--- src/rtl/vec_addsub_if.sv ---
`default_nettype none
// +----------------------------------------------------------------------+
// | vec_addsub_if : handshake + operand/result bundle for vec_addsub_seq  |
// | Rev 1.0                                                               |
// +----------------------------------------------------------------------+
interface vec_addsub_if #(
  parameter int W  = 6,
  parameter int WC = 32
);
  logic            in_valid;
  logic            in_ready;
  logic            mode;
  logic [W*WC-1:0] L;
  logic [W*WC-1:0] E;
  logic            out_valid;
  logic            out_ready;
  logic [W*WC-1:0] result;
  logic [WC-1:0]   ovf;

  modport master (
    output in_valid, mode, L, E, out_ready,
    input  in_ready, out_valid, result, ovf
  );

  modport slave (
    input  in_valid, mode, L, E, out_ready,
    output in_ready, out_valid, result, ovf
  );
endinterface
`default_nettype wire

--- src/rtl/vec_addsub_seq.sv ---
`default_nettype none
// +----------------------------------------------------------------------+
// | vec_addsub_seq : time-multiplexed signed lane add/sub, P lanes/beat   |
// | Rev 1.0                                                               |
// +----------------------------------------------------------------------+
module vec_addsub_seq #(
  parameter int W   = 6,
  parameter int WC  = 32,
  parameter int P   = 8,
  parameter bit SAT = 1'b1
) (
  input  logic        clk,
  input  logic        rst,
  vec_addsub_if.slave bus
);
  localparam int NB = WC / P;
  localparam int CW = (NB > 1) ? $clog2(NB) : 1;
  localparam int BW = P * W;
  localparam logic [CW-1:0] LAST_BEAT = CW'(NB - 1);

  generate
    if (WC % P != 0) begin : g_bad_p
      $error("vec_addsub_seq: WC must be a multiple of P");
    end
  endgenerate

  typedef enum logic [1:0] {
    IDLE = 2'd0,
    RUN  = 2'd1,
    DONE = 2'd2
  } state_t;

  state_t           state_q, state_d;
  logic [CW-1:0]    cnt_q, cnt_d;
  logic [W*WC-1:0]  l_q, l_d;
  logic [W*WC-1:0]  e_q, e_d;
  logic             mode_q, mode_d;
  logic [W*WC-1:0]  result_q, result_d;
  logic [WC-1:0]    ovf_q, ovf_d;

  logic [BW-1:0]    beat_res;
  logic [P-1:0]     beat_ovf;

  // Operands shift down one beat per cycle, so the lane adders always
  // read the bottom P lanes of the captured copy.
  generate
    for (genvar j = 0; j < P; j++) begin : g_lane
      logic signed [W:0] a_x;
      logic signed [W:0] b_x;
      logic signed [W:0] sum;
      logic              lane_ovf;

      assign a_x      = {l_q[j*W+W-1], l_q[j*W +: W]};
      assign b_x      = {e_q[j*W+W-1], e_q[j*W +: W]};
      assign sum      = mode_q ? (a_x + b_x) : (a_x - b_x);
      assign lane_ovf = sum[W] ^ sum[W-1];

      assign beat_ovf[j]        = lane_ovf;
      assign beat_res[j*W +: W] = (lane_ovf && SAT) ? {sum[W], {(W-1){~sum[W]}}}
                                                    : sum[W-1:0];
    end
  endgenerate

  always_comb begin
    state_d  = state_q;
    cnt_d    = cnt_q;
    l_d      = l_q;
    e_d      = e_q;
    mode_d   = mode_q;
    result_d = result_q;
    ovf_d    = ovf_q;
    case (state_q)
      IDLE: begin
        if (bus.in_valid) begin
          l_d      = bus.L;
          e_d      = bus.E;
          mode_d   = bus.mode;
          cnt_d    = '0;
          result_d = '0;
          ovf_d    = '0;
          state_d  = RUN;
        end
      end
      RUN: begin
        result_d[int'(cnt_q)*BW +: BW] = beat_res;
        ovf_d[int'(cnt_q)*P +: P]      = beat_ovf;
        l_d = l_q >> BW;
        e_d = e_q >> BW;
        if (cnt_q == LAST_BEAT) begin
          cnt_d   = '0;
          state_d = DONE;
        end else begin
          cnt_d = cnt_q + CW'(1);
        end
      end
      DONE: begin
        if (bus.out_ready) begin
          state_d = IDLE;
        end
      end
      default: state_d = IDLE;
    endcase
  end

  always_ff @(posedge clk or negedge rst) begin
    if (!rst) begin
      state_q  <= IDLE;
      cnt_q    <= '0;
      l_q      <= '0;
      e_q      <= '0;
      mode_q   <= 1'b0;
      result_q <= '0;
      ovf_q    <= '0;
    end else begin
      state_q  <= state_d;
      cnt_q    <= cnt_d;
      l_q      <= l_d;
      e_q      <= e_d;
      mode_q   <= mode_d;
      result_q <= result_d;
      ovf_q    <= ovf_d;
    end
  end

  // in_ready is gated by reset so the unit never advertises space while held.
  assign bus.in_ready  = rst && (state_q == IDLE);
  assign bus.out_valid = (state_q == DONE);
  assign bus.result    = result_q;
  assign bus.ovf       = ovf_q;

endmodule
`default_nettype wire

--- src/flat_wrapper.sv ---
// flat-port wrapper written by rule: the top's interface ports become plain ports
module vec_addsub_seq_flat 
#(
  parameter int W   = 6,
  parameter int WC  = 32,
  parameter int P   = 8,
  parameter bit SAT = 1'b1
)
  (clk, rst, bus_in_valid, bus_mode, bus_L, bus_E, bus_out_ready, bus_in_ready, bus_out_valid, bus_result, bus_ovf);
  vec_addsub_if #(.W(W), .WC(WC)) bus_i ();
  input  logic clk;
  input  logic rst;
  input wire logic [$bits(bus_i.in_valid)-1:0] bus_in_valid;
  input wire logic [$bits(bus_i.mode)-1:0] bus_mode;
  input wire logic [$bits(bus_i.L)-1:0] bus_L;
  input wire logic [$bits(bus_i.E)-1:0] bus_E;
  input wire logic [$bits(bus_i.out_ready)-1:0] bus_out_ready;
  output wire logic [$bits(bus_i.in_ready)-1:0] bus_in_ready;
  output wire logic [$bits(bus_i.out_valid)-1:0] bus_out_valid;
  output wire logic [$bits(bus_i.result)-1:0] bus_result;
  output wire logic [$bits(bus_i.ovf)-1:0] bus_ovf;
  assign bus_i.in_valid = bus_in_valid;
  assign bus_i.mode = bus_mode;
  assign bus_i.L = bus_L;
  assign bus_i.E = bus_E;
  assign bus_i.out_ready = bus_out_ready;
  assign bus_in_ready = bus_i.in_ready;
  assign bus_out_valid = bus_i.out_valid;
  assign bus_result = bus_i.result;
  assign bus_ovf = bus_i.ovf;
  vec_addsub_seq #(.W(W), .WC(WC), .P(P), .SAT(SAT)) u_core (.clk(clk), .rst(rst), .bus(bus_i));
endmodule
--- config.mk ---
export PLATFORM = sky130hd
export DESIGN_NAME = vec_addsub_seq_flat
export DESIGN_NICKNAME = d
export VERILOG_FILES = /design/src/rtl/vec_addsub_if.sv /design/src/rtl/vec_addsub_seq.sv /design/src/flat_wrapper.sv
export SDC_FILE = /design/constraint.sdc
export NUM_CORES = 1
export LEC_CHECK = 0
export CAP_MARGIN = 25
export CORE_UTILIZATION = 30
export CTS_CLUSTER_SIZE = 8
export DETAILED_ROUTE_END_ITERATION = 12
export HOLD_SLACK_MARGIN = 0.06
export MAX_ROUTING_LAYER = met4
export PLACE_DENSITY = 0.51
export SLEW_MARGIN = 20
export SYNTH_ARGS = -nofsm -noshare
export SYNTH_HDL_FRONTEND = slang
export SYNTH_SLANG_ARGS = --single-unit
--- constraint.sdc ---
create_clock -name clk -period 3.4 [get_ports clk]
set_input_delay 0.51 -clock clk [delete_from_list [all_inputs] [get_ports clk]]
set_output_delay 0.51 -clock clk [all_outputs]
set_load 0.02 [all_outputs]
Yosys cells after proc, flatten, opt, wreduce, memory -nomap -nowiden
Cells that the tools add are included.
W data, S select, Z words.

word-level totals
  flip-flop bits (word level) = 613
  output and inout port bits = 226
  word-level logic and storage cells = 92

cells by class
  multiply operators = 1
  bitwise operators = 16
  shift-type cells = 4
  eq/ne operators = 6
  muxes and demuxes = 33
  add/subtract/negate cells = 19
  reduce and logical (&&, ||, !) cells = 6

operators with widths
  operator                     number
  $pmux W192 S2                3
  $mux W192                    3
  $bwmux W192                  1
  $shift A48 B33 Y192 const A  1
  $shiftx A48 B33 Y192         1
  $pmux W32 S2                 1
  $add A6 B6 Y7                8
  $mux W7                      8
  $sub A6 B6 Y7                8
  $mux W6                      8
  $neg A32 Y33                 1
  $neg A5 Y33                  1
  $shift A8 B33 Y32 const A    1
  $shiftx A8 B33 Y32           1
  $bwmux W32                   1
  $mux W32                     1
  $mux W2                      5
  $not A1 Y1                   8
  $xor A1 B1 Y1                8
  $pmux W2 S3                  1
  $eq A2 B2 Y1 const B         2
  $mul A2 B2 Y4 const B        1
  $ne A2 B2 Y1 const B         2
  $pmux W2 S2                  1
  other kinds (8)              9

Logic depth before layout (Yosys ltp)
Gate-level depths: netlist of run 1.

  word-level depth = 7
  mapped depth = 13

Worst setup path before layout of run 1
Ideal clock, no wire load.

  kind = reg-to-reg
  start point = register u_core.mode_q
  end point = register u_core.result_q[152] (netlist: u_core.bus.result[152])
  period minus slack after synthesis = 3.253 ns
  cell stages (with the launch flop) = 13
  buffers on the path = 3
  data arrival time = 3.126 ns
  library setup time = 0.127 ns
  path slack = 0.147 ns
  data required time = 3.273 ns
  cells stage by stage = dfrtp_1 -> buf_6 -> buf_2 -> buf_1 -> mux2_2 -> ha_1 -> a211oi_1 -> o21bai_1 -> a21oi_1 -> xnor2_1 -> maj3_1 -> a222oi_1 -> inv_1

between the ends
  cells in the longest elaborated chain, start to end = 6

ends and longest elaborated chain
  element                                      line                                        source
  start: declaration                           vec_addsub_seq.sv:37                        logic mode_q, mode_d;
  start signal: assignment                     vec_addsub_seq.sv:119                       mode_q <= mode_d;
  $mux W7                                      vec_addsub_seq.sv:55                        assign sum = mode_q ? (a_x + b_x) : (a_x - b_x);
  $xor A1 B1 Y1 or $not A1 Y1 (tied branches)  vec_addsub_seq.sv:56, vec_addsub_seq.sv:59
  $mux W6                                      vec_addsub_seq.sv:59                        assign beat_res[j*W +: W] = (lane_ovf && SAT) ? {sum[W], {(W-1){~sum[W]}}}
  $shiftx A48 B33 Y192 *                       vec_addsub_seq.sv:85                        result_d[int'(cnt_q)*BW +: BW] = beat_res;
  $bwmux W192 *                                vec_addsub_seq.sv:85
  $pmux W192 S2 *                              vec_addsub_seq.sv:72                        case (state_q)
  end signal: assignment                       vec_addsub_seq.sv:120                       result_q <= result_d;
  end: declaration                             vec_addsub_seq.sv:38                        logic [W*WC-1:0] result_q, result_d;

Every way passes the cells marked *; elsewhere a longest branch is shown, timed or not.
A chain may end at the register's enable or synchronous reset.

Worst setup path in the final report of run 1
  start point = register u_core.mode_q
  end point = register u_core.result_q[52] (netlist: u_core.bus.result[52])

The elaborated chain is that of the path after synthesis.

==> out/metrics.cfg, run 1 <==
[detailed_routing]
vias = 26100
wl_met2_um = 58700
wl_met1_um = 53400
post_drt_via_cell_ratio = 5.03
detail_route.wl_per_cell_um = 23.4
routed_wl_um = 122000
drt-initial-drc-count = 2215
antenna_left = 0
drc = 0
top_layer_used = met4
drtPass1Iterations = 6
wl_met3_um = 6750

[cts]
clk_pin_slew_worst_paths_ns = 0.06
numCtsBuffers = 87
clockBufferDepth = 3
cts_num_sinks = 613
htreeDepth = 3
insertion_delay_ns = 0.66
tritoncts = yes
root_buffer = clkbuf_16

[die]
io_pins = 615
die_area_sq_mm = 0.0985
die_w_um = 314
die_h_um = 314
initial_core_util_pct = 30.2
rows = 114
coreArea_sq_mm = 0.0966

[worst_setup_path]
cp_slowest_cell = dfrtp_2
path_cells = buf_12 -> mux2_2 -> ha_1 -> a211oi_1 -> o21bai_1 -> a21oi_1 -> xnor2_1 -> maj3_2 -> mux2i_1 -> buf_4 -> o21ai_0
crit_type = reg -> reg
crit_path_start_kind = register
critical_path_required_ns = 3.95
worstRegToRegCells = 11
endpoint_kind = register
critPathMaxStageDelay_ns = 0.46
arrival_ns = 3.82
path_max_fanout = 35

[logic_synthesis]
yosysTopAreaCell = dfrtp_1
synth-edff-count = 0
ys_types = 65
avgSynthCellArea_sq_um = 8.95
synth_compound_area_share_pct = 17.4
synth_area_leaders = dfrtp_1 53%, nand2_1 12%, a31oi_1 6.3%
syn_inst = 3262
async_flop_share_pct = 100
synth_top_family_by_area = simple AND/OR/NAND/NOR gates
yosysTopAreaCellShare_pct = 52.6
ys.flop_type = dfrtp_1
ys_seq_area_share_pct = 52.6
yosysWarningCount = 0
synth_xor_area_share_pct = 3.15
syn_area_sq_mm = 0.0292
ys_ff_latch = 613
syn-num-nets = 3721
muxShareOfSynthArea_pct = 0.592
synth_fa_ha_area_share_pct = 4.50
synth_simple_gate_area_share_pct = 18.3

[grt]
grt_overflow = 0
antenna_found_initial = 24
grt_pass1_wl_um = 176000
grt_max_degree = 160
grt_use_total_pct = 25.1
grt_pass1_vias = 25200

[final_layout]
fin_util_pct = 41.2
nets = 4340
syn_to_final_growth_pct = 36.5
drive_gt1_share_pct = 7.76
fin_cells = 5193

[timing]
hold_viol = 0
fin_tns_setup_ns = 0
setup_viol = 0
tightest_slew_ns = 1.12
finalCriticalPeriod_ns = 3.28
report.final.slew_viol_count = 0
fin_crit_sh_pct = 96.4
fmax_ghz = 0.305
maxSlewHeadroom_pct = 25.2
setup_slack_ns = 0.123
skew_ns = 0.0207

[placement]
place_worst_setup_slack_ns = 0.0101
portBuffers = 614
dpl.cell_count = 5066
gp_congestion = 0.906
detailed_place_hpwl_um = 91700

[job]
drv_cap = 0

[min_path]
hp-class = in -> async

[run_status]
status = finished clean

## state kept, by name (all words and copies together) (netlist names)
name               cells
u_core.bus.result    192
u_core.e_q           192
u_core.l_q           192
u_core.bus.ovf        32
u_core.cnt_q           2
u_core.state_q         2
u_core.mode_q          1
## cells in the mapped netlist, types with 9 or more instances
| master | count |
|---|---|
| clkbuf_1 | 199 |
| o31ai_1 | 14 |
| a22oi_1 | 35 |
| o21ai_1 | 14 |
| nand2_1 | 919 |
| nor2b_1 | 12 |
| maj3_2 | 10 |
| nor2_1 | 376 |
| a221o_1 | 9 |
| xnor2_1 | 24 |
| dfrtp_1 | 613 |
| a21oi_1 | 54 |
| o221ai_1 | 12 |
| xor2_1 | 55 |
| a22o_1 | 74 |
| o21ai_0 | 221 |
| nor3_1 | 15 |
| ha_1 | 62 |
| o21bai_1 | 9 |
| inv_1 | 48 |
| maj3_1 | 25 |
| a31oi_1 | 294 |
| xor2_2 | 11 |
| buf_1 | 10 |
| a21o_1 | 18 |
## per-stage QoR
step | hold WS [ns] | area [sq um]
floorplan | 0.214 | 29200
global placement | 0.390 | 37300
detailed placement | 0.387 | 37300
CTS | 0.286 | 39700
global route | 0.305 | 39800
finish | 0.308 | 39800
## timing repair
| action | in CTS | in global routing |
|---|---|---|
| buffers inserted | 0 | 0 |
| endpoints found under the setup margin | 1 | 61 |
| endpoints found under the hold margin | 38 | 0 |
| resized for setup | 1 | 23 |
| pin swaps | 0 | 3 |
| hold buffers | 1 | 0 |
## worst max-delay path: cells and delay by family, from the launching register on
family                   cells  cell delay [ns]
multiplexers                 2             0.51
adder cells (fa/ha/maj)      2             0.73
flip-flops                   1             0.46
buffers and inverters        2             0.37
XOR/XNOR                     1             0.23
AO/OA/AOI/OAI                4             0.86
## layer usage
metal	global-route usage [%]	up-vias
li1	-	12400
met1	32.1	12800
met2	40.4	787
met3	4.78	145
met4	6.57	0
met5	-	-
## kinds of logic after synthesis
kind of cell             count (synthesis)
XOR/XNOR                                93
adder cells (fa/ha/maj)                106
AND/OR/NAND/NOR                       1369
AO/OA/AOI/OAI                          801
buffers and inverters                  265
multiplexers                            15
flip-flops                             613
## final timing paths
kind | startpoint | to | slack (ns)
hold reg to reg | u_core.bus.result[80] | u_core.bus.result[80] | 0.48
setup / recovery | u_core.mode_q | u_core.bus.result[52] | 0.12
setup reg to reg | u_core.mode_q | u_core.bus.result[52] | 0.12
max in group asynchronous | rst | u_core.e_q[92] | 1.64
min in group clk | bus_L[186] | u_core.l_q[186] | 0.40
hold / removal | rst | u_core.bus.result[165] | 0.31
## placed cells by master, fill, tap and decap left out, types with 9 or more instances in the layout
master	count
xnor2_1	23
dfrtp_1	611
o221ai_1	12
a21oi_1	47
nor3_1	15
a22oi_1	35
o21ai_1	14
ha_1	62
nor2b_1	12
buf_4	112
xor2_1	53
o21ai_0	221
buf_12	19
clkbuf_16	87
a221o_1	9
clkdlybuf4s50_1	613
maj3_1	15
a31oi_1	294
a22o_1	74
xor2_2	13
inv_1	48
a21o_1	15
nor2_1	376
o21bai_1	9
maj3_2	20
a21oi_2	9
nand2_1	918
o31ai_1	12
diode_2	25
## cell type report
class / count / area [sq um]
fillers: 9690 / 56700
flip-flops and latches: 613 / 15300
multi-input cells: 2384 / 12900
repair buffers: 746 / 7380
clock buffers: 93 / 2210
well taps: 1276 / 1600
inverters: 49 / 184
clock inverters: 7 / 123
diodes: 25 / 62.6
Power of run 1 is left out: the tool's default activity adds up to more than one toggle a clock period on the data nets, which glitch-free logic cannot reach.
==> run 2, diff against run 1 <==
- ABC_CLOCK_PERIOD_IN_PS: default -> 3400
==> results of run 2 <==
Same layout as run 1: the final DEF is identical, and so are final timing and power.
Power of run 2 is left out for the same reason.
==> run 3, diff against run 2 <==
- ABC_CLOCK_PERIOD_IN_PS: 3400 -> 2900
- CORE_UTILIZATION: 30 -> 45
- PLACE_DENSITY: 0.51 -> 0.72
- clock period: 3.4 -> 2.9 ns (I/O delays scaled with it)
==> out/metrics.cfg, run 3 (synthesis results as in run 1) <==
[run_status]
status = complete, but fails checks
violations = setup timing

[placement]
gp_congestion = 0.995  ; +9.8%
portBuffers = 614  ; unchanged
detailed_place_hpwl_um = 84700  ; -7.7%

[timing]
rsz0062_at_grt = yes
hold_viol = 0  ; unchanged
maxSlewHeadroom_pct = 33.5  ; +8.3 points
setup_viol = 44  ; +44
fin_crit_sh_pct = 104  ; +7.3 points
tightest_slew_ns = 0.994  ; -0.128 ns
skew_ns = 0.0312  ; +0.0104 ns
setup_slack_ns = -0.107  ; -0.230 ns
fmax_ghz = 0.333  ; +9.0%
report.final.slew_viol_count = 0  ; unchanged
finalCriticalPeriod_ns = 3.01  ; -0.270 ns
hold_ws_ns = 0.344  ; +0.0360 ns

[detailed_routing]
post_drt_via_cell_ratio = 5.69  ; +13%
antenna_left = 0  ; unchanged
top_layer_used = met4
wl_met2_um = 53800  ; -8.4%
vias = 27900  ; +6.8%
wl_met3_um = 8330  ; +24%
detail_route.wl_per_cell_um = 23.2  ; -0.85%
wl_met1_um = 46500  ; -13%
routed_wl_um = 114000  ; -6.4%
drtPass1Iterations = 8  ; +2
drc = 0  ; unchanged
drt-initial-drc-count = 2626  ; +19%

[final_layout]
syn_to_final_growth_pct = 43.0
drive_gt1_share_pct = 15.4  ; +7.7 points
layout_commonest_cell = nand2_1
nets = 4485  ; +3.3%
most-common-layout-cells = 916 x nand2_1, 612 x clkdlybuf4s50_1, 609 x dfrtp_1

[die]
die_h_um = 257  ; -18%
die_area_sq_mm = 0.0659  ; -33%
die_w_um = 257  ; -18%
rows = 92  ; -19%
coreArea_sq_mm = 0.0635  ; -34%
initial_core_util_pct = 45.9  ; +16 points
io_pins = 615  ; unchanged

[worst_setup_path]
regToRegEndpoint = u_core.bus.result[44]
critical_path_required_ns = 3.43  ; -0.52 ns
reg2reg_slack_ns = -0.11  ; -0.23 ns
worstRegToRegCells = 12  ; +1
path_max_fanout = 15  ; -57%
crit_type = reg -> reg
crit_path_start_kind = register
arrival_ns = 3.54  ; -0.28 ns
worstReg2RegStart = u_core.mode_q
endpoint_kind = register

[min_path]
hold_end = u_core.e_q[160]
hold_path_depth = 3
worstHoldStart = bus_E[160]
hp-class = in -> reg

[cts]
htreeDepth = 3  ; unchanged
insertion_delay_ns = 0.65  ; about the same
tritoncts = yes
numCtsBuffers = 87  ; unchanged
clockBufferDepth = 3  ; unchanged
root_buffer = clkbuf_16
clk_pin_slew_worst_paths_ns = 0.06  ; about the same
cts_num_sinks = 613  ; unchanged

[grt]
grt_overflow = 0  ; unchanged
antenna_found_initial = 21  ; -13%
grt_pass1_vias = 26800  ; +6.0%
grt_pass1_wl_um = 169000  ; -4.1%
grt_use_total_pct = 35.0  ; +10 points
grt_max_degree = 150  ; -6.3%

[job]
drv_cap = 0  ; unchanged

## run 3: cell types whose count changed in the layout (fill, tap and decap cells not counted), sizes merged
cell and delta:
bufinv -1, diode -4, clkbuf -4, buf +146, clkdlybuf4s50 -1, inv -1, clkinv +4
## run 3: cell type report
class	count	area [sq um]
sequential	613	15300
fill	5144	21800
antenna	21	52.6
clock inverter	9	155
multi-input combinational	2384	14000
tap	846	1060
clock buffer	89	2190
timing repair buffer	891	8750
inverter	49	184
## run 3: stage by stage
step | instances | setup TNS, ns | setup WS (ns) | instance area [sq um] | util (%)
global placement | 4742 | -7.61 | -0.162 | 37900 | 59.7
finish | 4902 | -1.21 | -0.107 | 41700 | 65.7
global route | 4902 | -11.26 | -0.181 | 41700 | 65.7
floorplan | 3262 | -0.0273 | -0.00799 | 29300 | -
detailed placement | 4742 | -15.93 | -0.243 | 37900 | 59.7
CTS | 4865 | -2.32 | -0.0991 | 41000 | 64.5
## run 3: worst max-delay path: stages, from the launching register on
cell	delay, ns
dfrtp_2	0.47
buf_12	0.18
buf_4	0.15
nor2_1	0.12
xor2_1	0.21
ha_1	0.30
o21a_1	0.21
o31ai_2	0.07
a21oi_2	0.14
xnor2_2	0.19
maj3_2	0.45
a21o_1	0.20
a22o_1	0.20
## run 3: worst max-delay path by stage
stage               depth (start not counted)                      to     startpoint  slack, ns
floorplan                                  12  u_core.bus.result[146]  u_core.mode_q     -0.008
global placement                           13   u_core.bus.result[38]  u_core.e_q[6]      -0.16
detailed placement                         13   u_core.bus.result[41]  u_core.e_q[6]      -0.24
CTS                                        12  u_core.bus.result[132]  u_core.mode_q       -0.1
global route                               12   u_core.bus.result[44]  u_core.mode_q      -0.18
finish                                     12   u_core.bus.result[44]  u_core.mode_q      -0.11
## run 3: metal layers
metal	track usage, %	vias up
li1	-	12700
met1	45.1	13600
met2	54.2	1345
met3	6.42	249
met4	15.0	0
met5	-	-
## run 3: what timing repair did
item	in CTS	in global routing
hold buffers	1	0
setup buffers	25	22
setup endpoints to repair	188	193
pin swaps	50	59
resized for setup	110	156
endpoints found under the hold margin	43	0
Power of run 3 is left out for the same reason.
